`src/rtl/jpeg_fifo_arbiter.sv`:
```
// jpeg_fifo_arbiter
// Round-robin, burst-locking write arbiter for a shared 16x32 sync FIFO (no full
// flag, 1-cycle registered read), plus a read side that keeps the FIFO draining
// at one word per cycle through a 2-entry skid buffer.
// Optional feature: define JPEG_ARB_STATS_EN to build the stall_cycles counter;
// without it stall_cycles is tied to zero.
module jpeg_fifo_arbiter #(
  parameter int NUM_REQ = 3,
  parameter int DATA_W  = 32,
  parameter int DEPTH   = 16,
  localparam int CW     = $clog2(DEPTH + 1),
  localparam int IW     = (NUM_REQ > 1) ? $clog2(NUM_REQ) : 1
) (
  input  logic                        clk,
  input  logic                        rst,
  input  logic [NUM_REQ-1:0]          req_valid,
  input  logic [NUM_REQ-1:0]          req_last,
  input  logic [NUM_REQ*DATA_W-1:0]   req_data,
  output logic [NUM_REQ-1:0]          req_ready,
  output logic [DATA_W-1:0]           fifo_write_data,
  output logic                        fifo_write_en,
  output logic                        fifo_read_req,
  input  logic [DATA_W-1:0]           fifo_read_data,
  input  logic                        fifo_rdata_valid,
  output logic [DATA_W-1:0]           out_data,
  output logic                        out_valid,
  input  logic                        out_ready,
  output logic [CW-1:0]               fifo_count,
  output logic [15:0]                 stall_cycles
);

  typedef enum logic {ST_ARB = 1'b0, ST_BURST = 1'b1} state_t;

  state_t              r_state;
  state_t              w_state_next;
  logic [IW-1:0]       r_rr_ptr;
  logic [IW-1:0]       r_gnt_idx;
  logic [CW-1:0]       r_count;
  logic                r_inflight;
  logic [1:0]          r_skid_cnt;
  logic [DATA_W-1:0]   r_skid [2];

  logic [IW-1:0]       w_arb_idx;
  logic                w_arb_found;
  logic [IW-1:0]       w_scan;
  logic [IW-1:0]       w_gnt_idx;
  logic                w_gnt_vld;
  logic                w_space;
  logic                w_we;
  logic                w_last;
  logic                w_rd;
  logic                w_pop;

  // Cyclic successor of a requester index.
  function automatic logic [IW-1:0] next_idx(input logic [IW-1:0] p);
    return (p == IW'(NUM_REQ - 1)) ? '0 : p + IW'(1);
  endfunction

  // Find the first valid requester at or after the round-robin pointer.
  always_comb begin
    w_arb_idx   = r_rr_ptr;
    w_arb_found = 1'b0;
    w_scan      = r_rr_ptr;
    for (int k = 0; k < NUM_REQ; k++) begin
      if (!w_arb_found && req_valid[w_scan]) begin
        w_arb_found = 1'b1;
        w_arb_idx   = w_scan;
      end
      w_scan = next_idx(w_scan);
    end
  end

  // FSM state register.
  always_ff @(posedge clk) begin
    if (rst) r_state <= ST_ARB;
    else     r_state <= w_state_next;
  end

  // FSM next state: a non-last accepted word locks the grant until its last word.
  always_comb begin
    w_state_next = r_state;
    case (r_state)
      ST_ARB:   if (w_we && !w_last) w_state_next = ST_BURST;
      ST_BURST: if (w_we && w_last)  w_state_next = ST_ARB;
      default:  w_state_next = ST_ARB;
    endcase
  end

  // FSM outputs: one-hot ready to the granted producer while the FIFO has room.
  always_comb begin
    w_gnt_idx = (r_state == ST_BURST) ? r_gnt_idx : w_arb_idx;
    w_gnt_vld = (r_state == ST_BURST) || w_arb_found;
    w_space   = (r_count < CW'(DEPTH));
    req_ready = '0;
    if (!rst && w_gnt_vld && w_space) req_ready[w_gnt_idx] = 1'b1;
    w_we            = |(req_valid & req_ready);
    w_last          = req_last[w_gnt_idx];
    fifo_write_data = req_data[w_gnt_idx*DATA_W +: DATA_W];
  end

  assign fifo_write_en = w_we;

  // Grant lock and round-robin pointer: the pointer moves past a requester only
  // once its burst has finished, so bursts are never interleaved.
  always_ff @(posedge clk) begin
    if (rst) begin
      r_rr_ptr  <= '0;
      r_gnt_idx <= '0;
    end else if (w_we) begin
      if (r_state == ST_ARB) r_gnt_idx <= w_arb_idx;
      if (w_last)            r_rr_ptr  <= next_idx(w_gnt_idx);
    end
  end

  // Read request: keep at most two words between the FIFO output and the
  // consumer (one in flight, skid contents), counting this cycle's pop as freed.
  always_comb begin
    w_pop = out_valid && out_ready;
    w_rd  = !rst && (r_count != '0) &&
            ((3'(r_inflight) + 3'(r_skid_cnt)) < (3'd2 + 3'(w_pop)));
  end

  assign fifo_read_req = w_rd;

  // Occupancy: reads are subtracted when issued, so count==0 means empty.
  always_ff @(posedge clk) begin
    if (rst) begin
      r_count    <= '0;
      r_inflight <= 1'b0;
    end else begin
      r_inflight <= w_rd;
      case ({w_we, w_rd})
        2'b10:   r_count <= r_count + CW'(1);
        2'b01:   r_count <= r_count - CW'(1);
        default: r_count <= r_count;
      endcase
    end
  end

  // Skid occupancy.
  always_ff @(posedge clk) begin
    if (rst) begin
      r_skid_cnt <= '0;
    end else begin
      case ({fifo_rdata_valid, w_pop})
        2'b10:   r_skid_cnt <= r_skid_cnt + 2'd1;
        2'b01:   r_skid_cnt <= r_skid_cnt - 2'd1;
        default: r_skid_cnt <= r_skid_cnt;
      endcase
    end
  end

  // Skid data: entry 0 is always the head; a pop shifts entry 1 forward.
  always_ff @(posedge clk) begin
    case ({fifo_rdata_valid, w_pop})
      2'b10: r_skid[r_skid_cnt[0]] <= fifo_read_data;
      2'b01: r_skid[0] <= r_skid[1];
      2'b11: begin
        if (r_skid_cnt == 2'd1) begin
          r_skid[0] <= fifo_read_data;
        end else begin
          r_skid[0] <= r_skid[1];
          r_skid[1] <= fifo_read_data;
        end
      end
      default: ;
    endcase
  end

  assign out_valid  = (r_skid_cnt != 2'd0);
  assign out_data   = r_skid[0];
  assign fifo_count = r_count;

`ifdef JPEG_ARB_STATS_EN
  logic [15:0] r_stall;

  // Count cycles where some producer waits and nothing is written; saturating.
  always_ff @(posedge clk) begin
    if (rst)                                          r_stall <= '0;
    else if ((|req_valid) && !w_we && r_stall != 16'hFFFF) r_stall <= r_stall + 16'd1;
  end

  assign stall_cycles = r_stall;
`else
  assign stall_cycles = 16'd0;
`endif

endmodule

```
`config.mk`:
```
export PLATFORM = sky130hd
export DESIGN_NAME = jpeg_fifo_arbiter
export DESIGN_NICKNAME = d
export VERILOG_FILES = /design/src/rtl/jpeg_fifo_arbiter.sv
export SDC_FILE = /design/constraint.sdc
export NUM_CORES = 1
export LEC_CHECK = 0
export ABC_AREA = 1
export BUFFER_PORTS_ARGS = -buffer_cell sky130_fd_sc_hd__buf_2
export CAP_MARGIN = 15
export CORE_MARGIN = 2
export CORE_UTILIZATION = 34
export DETAILED_ROUTE_END_ITERATION = 6
export GPL_TIMING_DRIVEN = 0
export PLACE_DENSITY = 0.63
export SKIP_LAST_GASP = 1
export SLEW_MARGIN = 20
export SYNTH_ARGS = -nofsm -noshare
export SYNTH_HDL_FRONTEND = slang
export SYNTH_SLANG_ARGS = --single-unit
```
`constraint.sdc`:
```
create_clock -name clk -period 3.82 [get_ports clk]
set_clock_uncertainty 0.1 [all_clocks]
set_input_delay 0.382 -clock clk [delete_from_list [all_inputs] [get_ports clk]]
set_output_delay 0.382 -clock clk [all_outputs]
set_load 0.01 [all_outputs]
```
==> insert_results.sql, run 1 <==
INSERT INTO impl_metrics (metric_group, metric, value, unit) VALUES
('layout', 'postLayoutCellArea', '5870', 'sq um'),
('layout', 'layout.nets', '818', ''),
('logic_synthesis', 'synth.cell_area', '4190', 'sq um'),
('critical_path', 'timing.critical_path.fanout_max', '10', ''),
('power_and_ir_drop', 'irDropWorstVdd', '0.323', 'mV'),
('sta', 'relative_slew_slack', '52.6', '%'),
('placement', 'globalplace.congestion', '0.889', ''),
('grt', 'grt_pass1_wl', '18.0', 'mm'),
('layout', 'post_route_cells_drive_above_1_share', '45.6', '%'),
('grt', 'grt_util_all_layers', '17.4', '%'),
('clock_tree', 'root_buffer', 'sky130_fd_sc_hd__clkbuf_16', ''),
('sta', 'grt_setup_unrepaired', 'false', ''),
('routing', 'avgViaCountPerCell', '4.78', ''),
('placement', 'placement.setup.worst_slack', '333', 'ps'),
('critical_path', 'timing.critical_path.from_type', 'register', ''),
('floorplanning', 'chipHeight', '115', 'microns'),
('logic_synthesis', 'synth-warning-count', '0', ''),
('logic_synthesis', 'synth_area_leaders', 'sky130_fd_sc_hd__edfxtp_1 (46%), sky130_fd_sc_hd__nand3_1 (9.6%), sky130_fd_sc_hd__mux2_2 (8.6%), sky130_fd_sc_hd__nand2_1 (8.5%), sky130_fd_sc_hd__dfxtp_1 (6.2%)', ''),
('power_and_ir_drop', 'total_power', '4.51', 'mW'),
('critical_path', 'critical_path_class', 'register to register', ''),
('clock_tree', 'h-tree-depth', '3', ''),
('hold_path', 'worst_hold_path_type', 'input pin to register', ''),
('routing', 'avgRoutedWirePerCell', '14.4', 'microns'),
('routing', 'drtPass1Iterations', '5', ''),
('sta', 'tns', '0', 'ps'),
('clock_tree', 'tritoncts_clock_tree', 'built', ''),
('clock_tree', 'worstSkewPairLatency', '330', 'ps'),
('grt', 'pin_count_of_the_biggest_net_entering_global_routing', '23', ''),
('logic_synthesis', 'synth_top_area_share', '45.9', '%'),
('routing', 'drc', '0', ''),
('layout', 'finish.utilization', '48.9', '%'),
('sta', 'final-setup-viol-count', '0', ''),
('critical_path', 'worstSetupEndpointType', 'register', ''),
('logic_synthesis', 'synth_largest_area_cell', 'sky130_fd_sc_hd__edfxtp_1', ''),
('floorplanning', 'effective_utilization_at_floorplan', '34.9', '%'),
('power_and_ir_drop', 'cellPowerDensity', '768', 'nW/um^2'),
('grt', 'first_global_vias', '3704', ''),
('floorplanning', 'core_area', '12000', 'sq um'),
('floorplanning', 'rows', '40', ''),
('sta', 'fin_crit', '3450', 'ps'),
('clock_tree', 'postCtsSetupRepairBufs', '0', ''),
('clock_tree', 'holdBufCountCts', '0', ''),
('floorplanning', 'die_area', '13200', 'sq um'),
('routing', 'antenna_left', '0', ''),
('critical_path', 'worstPathArrival', '3560', 'ps'),
('placement', 'post-place-cells', '804', ''),
('clock_tree', 'tritoncts.num_buffers', '9', ''),
('power_and_ir_drop', 'power_leakage', '2.82', 'nW'),
('logic_synthesis', 'syn-instance-count', '428', ''),
('placement', 'hpwl', '9.74', 'mm'),
('routing', 'vias', '3920', ''),
('grt', 'antenna_violations_before_repair', '0', ''),
('floorplanning', 'die_w', '115', 'microns'),
('clock_tree', 'ctsResizeCount', '0', ''),
('sta', 'hold_ws', '131', 'ps'),
('placement', 'placement.cell_area', '5570', 'sq um'),
('sta', 'timing.fmax', '290', 'MHz'),
('floorplanning', 'ios', '229', ''),
('run', 'max_cap_violation_count', '0', ''),
('grt', 'globalRoute.totalOverflow', '0', ''),
('layout', 'diodes', '0', ''),
('layout', 'layoutNonFillerInstCount', '820', ''),
('sta', 'final_min_period_over_clock_period', '90.3', '%'),
('logic_synthesis', 'post_synth_num_cell_types', '32', ''),
('layout', 'area_growth', '40.2', '%'),
('sta', 'worst_slew_pin_slew', '709', 'ps'),
('clock_tree', 'worst_setup_hold_path_clk_slew', '60', 'ps'),
('routing', 'drt_first_iter_violations', '268', ''),
('logic_synthesis', 'register_area_share_after_synthesis', '52.1', '%'),
('logic_synthesis', 'post_synth.cell_area_avg', '9.79', 'sq um'),
('run_status', 'status', 'complete, no violations', ''),
('routing', 'wirelength', '11.8', 'mm'),
('clock_tree', 'buffer_levels_on_the_longest_clock_path', '2', ''),
('critical_path', 'crit_required', '3930', 'ps'),
('sta', 'timing_hold_violations_final', '0', ''),
('sta', 'postLayoutSetupSlackWorst', '371', 'ps'),
('sta', 'final_max_slew_viol_count', '0', ''),
('placement', 'port-buffer-count', '212', ''),
('clock_tree', 'clock_sinks', '77', ''),
('logic_synthesis', 'synth_seq_cells', '77', '');
[cell usage after synthesis, drive strengths merged]
library cell	number
nand3	82
a31oi	2
ha	11
xnor2	2
buf	30
conb	1
fa	1
nand4	5
xor2	2
inv	28
or2	2
nand3b	1
a21oi	6
mux2	32
clkbuf	2
nor3	2
nand2	101
a211oi	2
nor2	29
dfxtp	13
edfxtp	64
o21ai	10
[registers in the layout, indices dropped and copies added, names as in the netlist, named ones only]
signal	flops
r_skid	64
fifo_count	5
r_gnt_idx	2
r_rr_ptr	2
r_skid_cnt	2
r_inflight	1
[logic make-up after synthesis]
kind of cell / share of synthesized area [%]
fa+ha+maj: 3.76
mux: 8.60
flops: 52.1
buf+inv: 7.44
other cells: 0.0895
compound gates: 2.57
xor+xnor: 0.836
simple gates: 24.6
[critical path: stages (launching register included)]
cell and delay [ps]:
sky130_fd_sc_hd__dfxtp_1 440, sky130_fd_sc_hd__inv_2 110, sky130_fd_sc_hd__nand3_1 100, sky130_fd_sc_hd__nand3_2 130
sky130_fd_sc_hd__nor2_4 180, sky130_fd_sc_hd__nand2_2 80, sky130_fd_sc_hd__nand3_1 100, sky130_fd_sc_hd__nand2_2 60
sky130_fd_sc_hd__nand2_2 90, sky130_fd_sc_hd__buf_6 160, sky130_fd_sc_hd__nand4_4 110, sky130_fd_sc_hd__nand3_4 160
sky130_fd_sc_hd__inv_1 70, sky130_fd_sc_hd__ha_1 250, sky130_fd_sc_hd__ha_1 350, sky130_fd_sc_hd__nand2_1 100
sky130_fd_sc_hd__nor2_1 40, sky130_fd_sc_hd__a211oi_1 260, sky130_fd_sc_hd__nand2_1 90, sky130_fd_sc_hd__nand2_1 70
sky130_fd_sc_hd__nor2_1 50, sky130_fd_sc_hd__o21ai_0 150, sky130_fd_sc_hd__a21oi_1 50
[where the power goes]
group / switching (mW) / leakage, nW / total, mW / internal [mW]
Clock: 0.348 / 0.149 / 0.864 / 0.516
Sequential: 0.0956 / 0.713 / 1.37 / 1.28
Combinational: 1.38 / 1.96 / 2.27 / 0.897
[cells in the final DEF, fill, tap and decap left out, types with 8 or more instances in the layout]
cell,count
sky130_fd_sc_hd__buf_4,19
sky130_fd_sc_hd__inv_1,26
sky130_fd_sc_hd__nand3_1,80
sky130_fd_sc_hd__conb_1,16
sky130_fd_sc_hd__edfxtp_1,64
sky130_fd_sc_hd__dfxtp_1,13
sky130_fd_sc_hd__ha_1,11
sky130_fd_sc_hd__buf_2,218
sky130_fd_sc_hd__nor2_1,25
sky130_fd_sc_hd__nand2_1,95
sky130_fd_sc_hd__mux2_2,32
sky130_fd_sc_hd__clkbuf_16,9
sky130_fd_sc_hd__o21ai_0,8
[path summary, 6_finish.rpt]
check                    startpoint       endpoint  slack, ps  cells after the start
setup reg to reg        r_rr_ptr[1]  fifo_count[4]        370                     22
hold / removal    fifo_read_data[4]   r_skid[1][4]        130                      1
setup / recovery        r_rr_ptr[1]  fifo_count[4]        370                     22
hold reg to reg        r_gnt_idx[1]   r_gnt_idx[1]        390                      2
[area by class of cell]
class	count	area, sq um
timing repair buffer	214	1120
clock buffer	9	225
multi-input combinational	306	1780
fill	1138	6140
buffer	32	206
clock inverter	7	80.1
sequential	77	2180
inverter	28	105
tap	147	184
[metal layers]
metal	vias to the layer above	share of wire [%]	track usage, %	wire, microns
met4	0	2.3	7.15	278
met1	1799	38	19.4	4500
li1	1935	-	-	-
met3	17	6.7	3.53	789
met5	-	0	0	0
met2	169	53	32.4	6270
(Power assumes the default switching activity.)
==> run 2: changes to the inputs <==
- CORE_ASPECT_RATIO: default -> 1.5
- SETUP_SLACK_MARGIN: default -> 0.5
==> run 2 against run 1 <==
  * Final cell count is 1.1% higher
  * Clock power is 2% lower
  * Via count is 1.5% lower
  * Largest cell class unchanged
==> insert_results.sql, run 2 (synthesis results as in run 1) <==
INSERT INTO impl_metrics (metric_group, metric, value, unit) VALUES
('floorplanning', 'die_area', '13200', 'sq um'),
('layout', 'final.fill_count', '1155', ''),
('layout', 'final_common_cell', 'sky130_fd_sc_hd__buf_2', ''),
('floorplanning', 'core_area', '12000', 'sq um'),
('floorplanning', 'chipHeight', '140', 'microns'),
('run', 'max_cap_violation_count', '0', ''),
('layout', 'postLayoutCellArea', '5940', 'sq um'),
('critical_path', 'worstSetupEndpointType', 'register', ''),
('placement', 'hpwl', '9.08', 'mm'),
('routing', 'drtPass1Iterations', '6', ''),
('routing', 'wirelength', '11.2', 'mm'),
('critical_path', 'worst-r2r-cell-count', '24', ''),
('layout', 'final_cell_mix', 'sky130_fd_sc_hd__buf_2 (218), sky130_fd_sc_hd__nand2_1 (95), sky130_fd_sc_hd__nand3_1 (78)', ''),
('clock_tree', 'root_buffer', 'sky130_fd_sc_hd__clkbuf_16', ''),
('sta', 'grt_setup_unrepaired', 'false', ''),
('critical_path', 'critical_path_cell_count', '24', ''),
('hold_path', 'worst_hold_startpoint', 'fifo_read_data[17]', ''),
('critical_path', 'crit_path_max_incr_delay', '360', 'ps'),
('critical_path', 'worstPathArrival', '3310', 'ps'),
('grt', 'pin_count_of_the_biggest_net_entering_global_routing', '24', ''),
('critical_path', 'crit_required', '3990', 'ps'),
('sta', 'timing.fmax', '319', 'MHz'),
('floorplanning', 'ios', '229', ''),
('placement', 'port-buffer-count', '212', ''),
('routing', 'drc', '0', ''),
('critical_path', 'critical_path_class', 'register to register', ''),
('layout', 'largest_register_ff_count', '64', ''),
('clock_tree', 'tritoncts.num_buffers', '9', ''),
('critical_path', 'critPathSlowestCell', 'sky130_fd_sc_hd__fa_2', ''),
('critical_path', 'worst_r2r_endpoint', 'fifo_count[4]', ''),
('clock_tree', 'clock_sinks', '77', ''),
('clock_tree', 'buffer_levels_on_the_longest_clock_path', '2', ''),
('critical_path', 'timing.critical_path.from_type', 'register', ''),
('sta', 'final_max_slew_viol_count', '0', ''),
('critical_path', 'worst-r2r-setup-slack', '680', 'ps'),
('floorplanning', 'rows', '49', ''),
('grt', 'grt_pass1_wl', '17.5', 'mm'),
('sta', 'relative_slew_slack', '61.9', '%'),
('run_status', 'status', 'complete, no violations', ''),
('grt', 'antenna_violations_before_repair', '0', ''),
('layout', 'area_growth', '41.9', '%'),
('layout', 'regMostFlops', 'r_skid', ''),
('critical_path', 'endpoint', 'fifo_count[4]', ''),
('sta', 'fin_crit', '3140', 'ps'),
('critical_path', 'worstSetupStartpoint', 'r_rr_ptr[1]', ''),
('power_and_ir_drop', 'total_power', '4.53', 'mW'),
('placement', 'placement.cell_area', '5580', 'sq um'),
('critical_path', 'critPathBufInv', '5', ''),
('routing', 'avgViaCountPerCell', '4.66', ''),
('grt', 'grt_util_all_layers', '16.6', '%'),
('clock_tree', 'tritoncts_clock_tree', 'built', ''),
('floorplanning', 'effective_utilization_at_floorplan', '34.9', '%'),
('hold_path', 'worst_hold_path_type', 'input pin to register', ''),
('sta', 'worst_slew_pin_slew', '572', 'ps'),
('critical_path', 'cp_top_family', 'simple AND/OR/NAND/NOR gates', ''),
('critical_path', 'worstPathCellList', 'inv_2 -> nand2_1 -> nand3_2 -> nand2_1 -> nor2_4 -> nand3_1 -> nand2_1 -> inv_1 -> nand2_2 -> nand2_2 -> buf_6 -> nand4_4 -> nand3_4 -> inv_1 -> ha_2 -> inv_1 -> fa_2 -> nor2_1 -> a211oi_2 -> nand2_1 -> nand2_1 -> nor2_1 -> o21ai_0 -> a21oi_1', ''),
('clock_tree', 'worst_setup_hold_path_clk_slew', '60', 'ps'),
('layout', 'layout.nets', '821', ''),
('floorplanning', 'die_w', '94.6', 'microns'),
('routing', 'drt_first_iter_violations', '101', ''),
('power_and_ir_drop', 'cellPowerDensity', '762', 'nW/um^2'),
('routing', 'avgRoutedWirePerCell', '13.6', 'microns'),
('clock_tree', 'worstSkewPairLatency', '330', 'ps'),
('clock_tree', 'h-tree-depth', '3', ''),
('grt', 'first_global_vias', '3885', ''),
('layout', 'post_route_cells_drive_above_1_share', '47.2', '%'),
('sta', 'final-setup-viol-count', '0', ''),
('power_and_ir_drop', 'irDropWorstVdd', '0.388', 'mV'),
('critical_path', 'r2r-start', 'r_rr_ptr[1]', ''),
('sta', 'timing_hold_violations_final', '0', ''),
('placement', 'globalplace.congestion', '0.840', ''),
('sta', 'final_min_period_over_clock_period', '82.2', '%'),
('layout', 'diodes', '0', ''),
('routing', 'antenna_left', '0', ''),
('power_and_ir_drop', 'power_leakage', '2.83', 'nW'),
('routing', 'vias', '3862', ''),
('grt', 'globalRoute.totalOverflow', '0', ''),
('critical_path', 'timing.critical_path.fanout_max', '10', ''),
('critical_path', 'critPathMostFrequentCell', 'sky130_fd_sc_hd__nand2_1', '');
-- run 2: metal layers --
layer	part of all wire [%]	up-vias	track usage, %	wire [microns]
li1	-	1939	-	-
met1	37	1715	17.2	4100
met2	54	192	30.5	6070
met3	7.7	16	4.68	867
met4	1.8	0	6.71	202
met5	0	-	0	0
-- run 2: where the power goes --
| part | total, mW | internal [mW] | switching [mW] |
|---|---|---|---|
| clock network | 0.850 | 0.510 | 0.340 |
| registers | 1.37 | 1.28 | 0.0913 |
| logic | 2.31 | 0.934 | 1.37 |
| total | 4.53 | 2.72 | 1.81 |
-- run 2: repair_timing --
item	in CTS	in global routing
gates resized for setup	3	8
setup endpoints to repair	1	2
pin swaps	0	3
hold buffers	0	0
setup buffers	0	3
-- run 2: worst min-delay path by stage --
stage	cells past startpoint	to
detailed placement	1	fifo_count[0]
CTS	1	r_skid[1][15]
global route	1	r_skid[1][12]
global placement	2	r_gnt_idx[1]
finish	1	r_skid[1][17]
floorplan	2	r_gnt_idx[1]
-- run 2: through the flow --
| stage | std cells | setup WS [ps] | setup TNS, ps | util [%] | hold WS, ps |
|---|---|---|---|---|---|
| 2_1_floorplan | 443 | 127 | 0 | - | 341 |
| 3_3_place_gp | 808 | -1160 | -73240 | 45.8 | 360 |
| 3_5_place_dp | 810 | 382 | 0 | 46.4 | 366 |
| 4_1_cts | 826 | 515 | 0 | 49.0 | 123 |
| 5_1_grt | 829 | 474 | 0 | 49.5 | 128 |
| 6_report | 829 | 682 | 0 | 49.5 | 135 |
-- run 2: layout make-up --
type / instances / area [sq um] / share of cell area, %
multi-input combinational: 306 / 1820 / 30.6
buffer: 32 / 206 / 3.47
clock inverter: 6 / 70.1 / 1.18
clock buffer: 10 / 229 / 3.85
tap: 153 / 191 / 3.22
inverter: 28 / 105 / 1.77
sequential: 77 / 2190 / 36.8
timing repair buffer: 217 / 1140 / 19.2
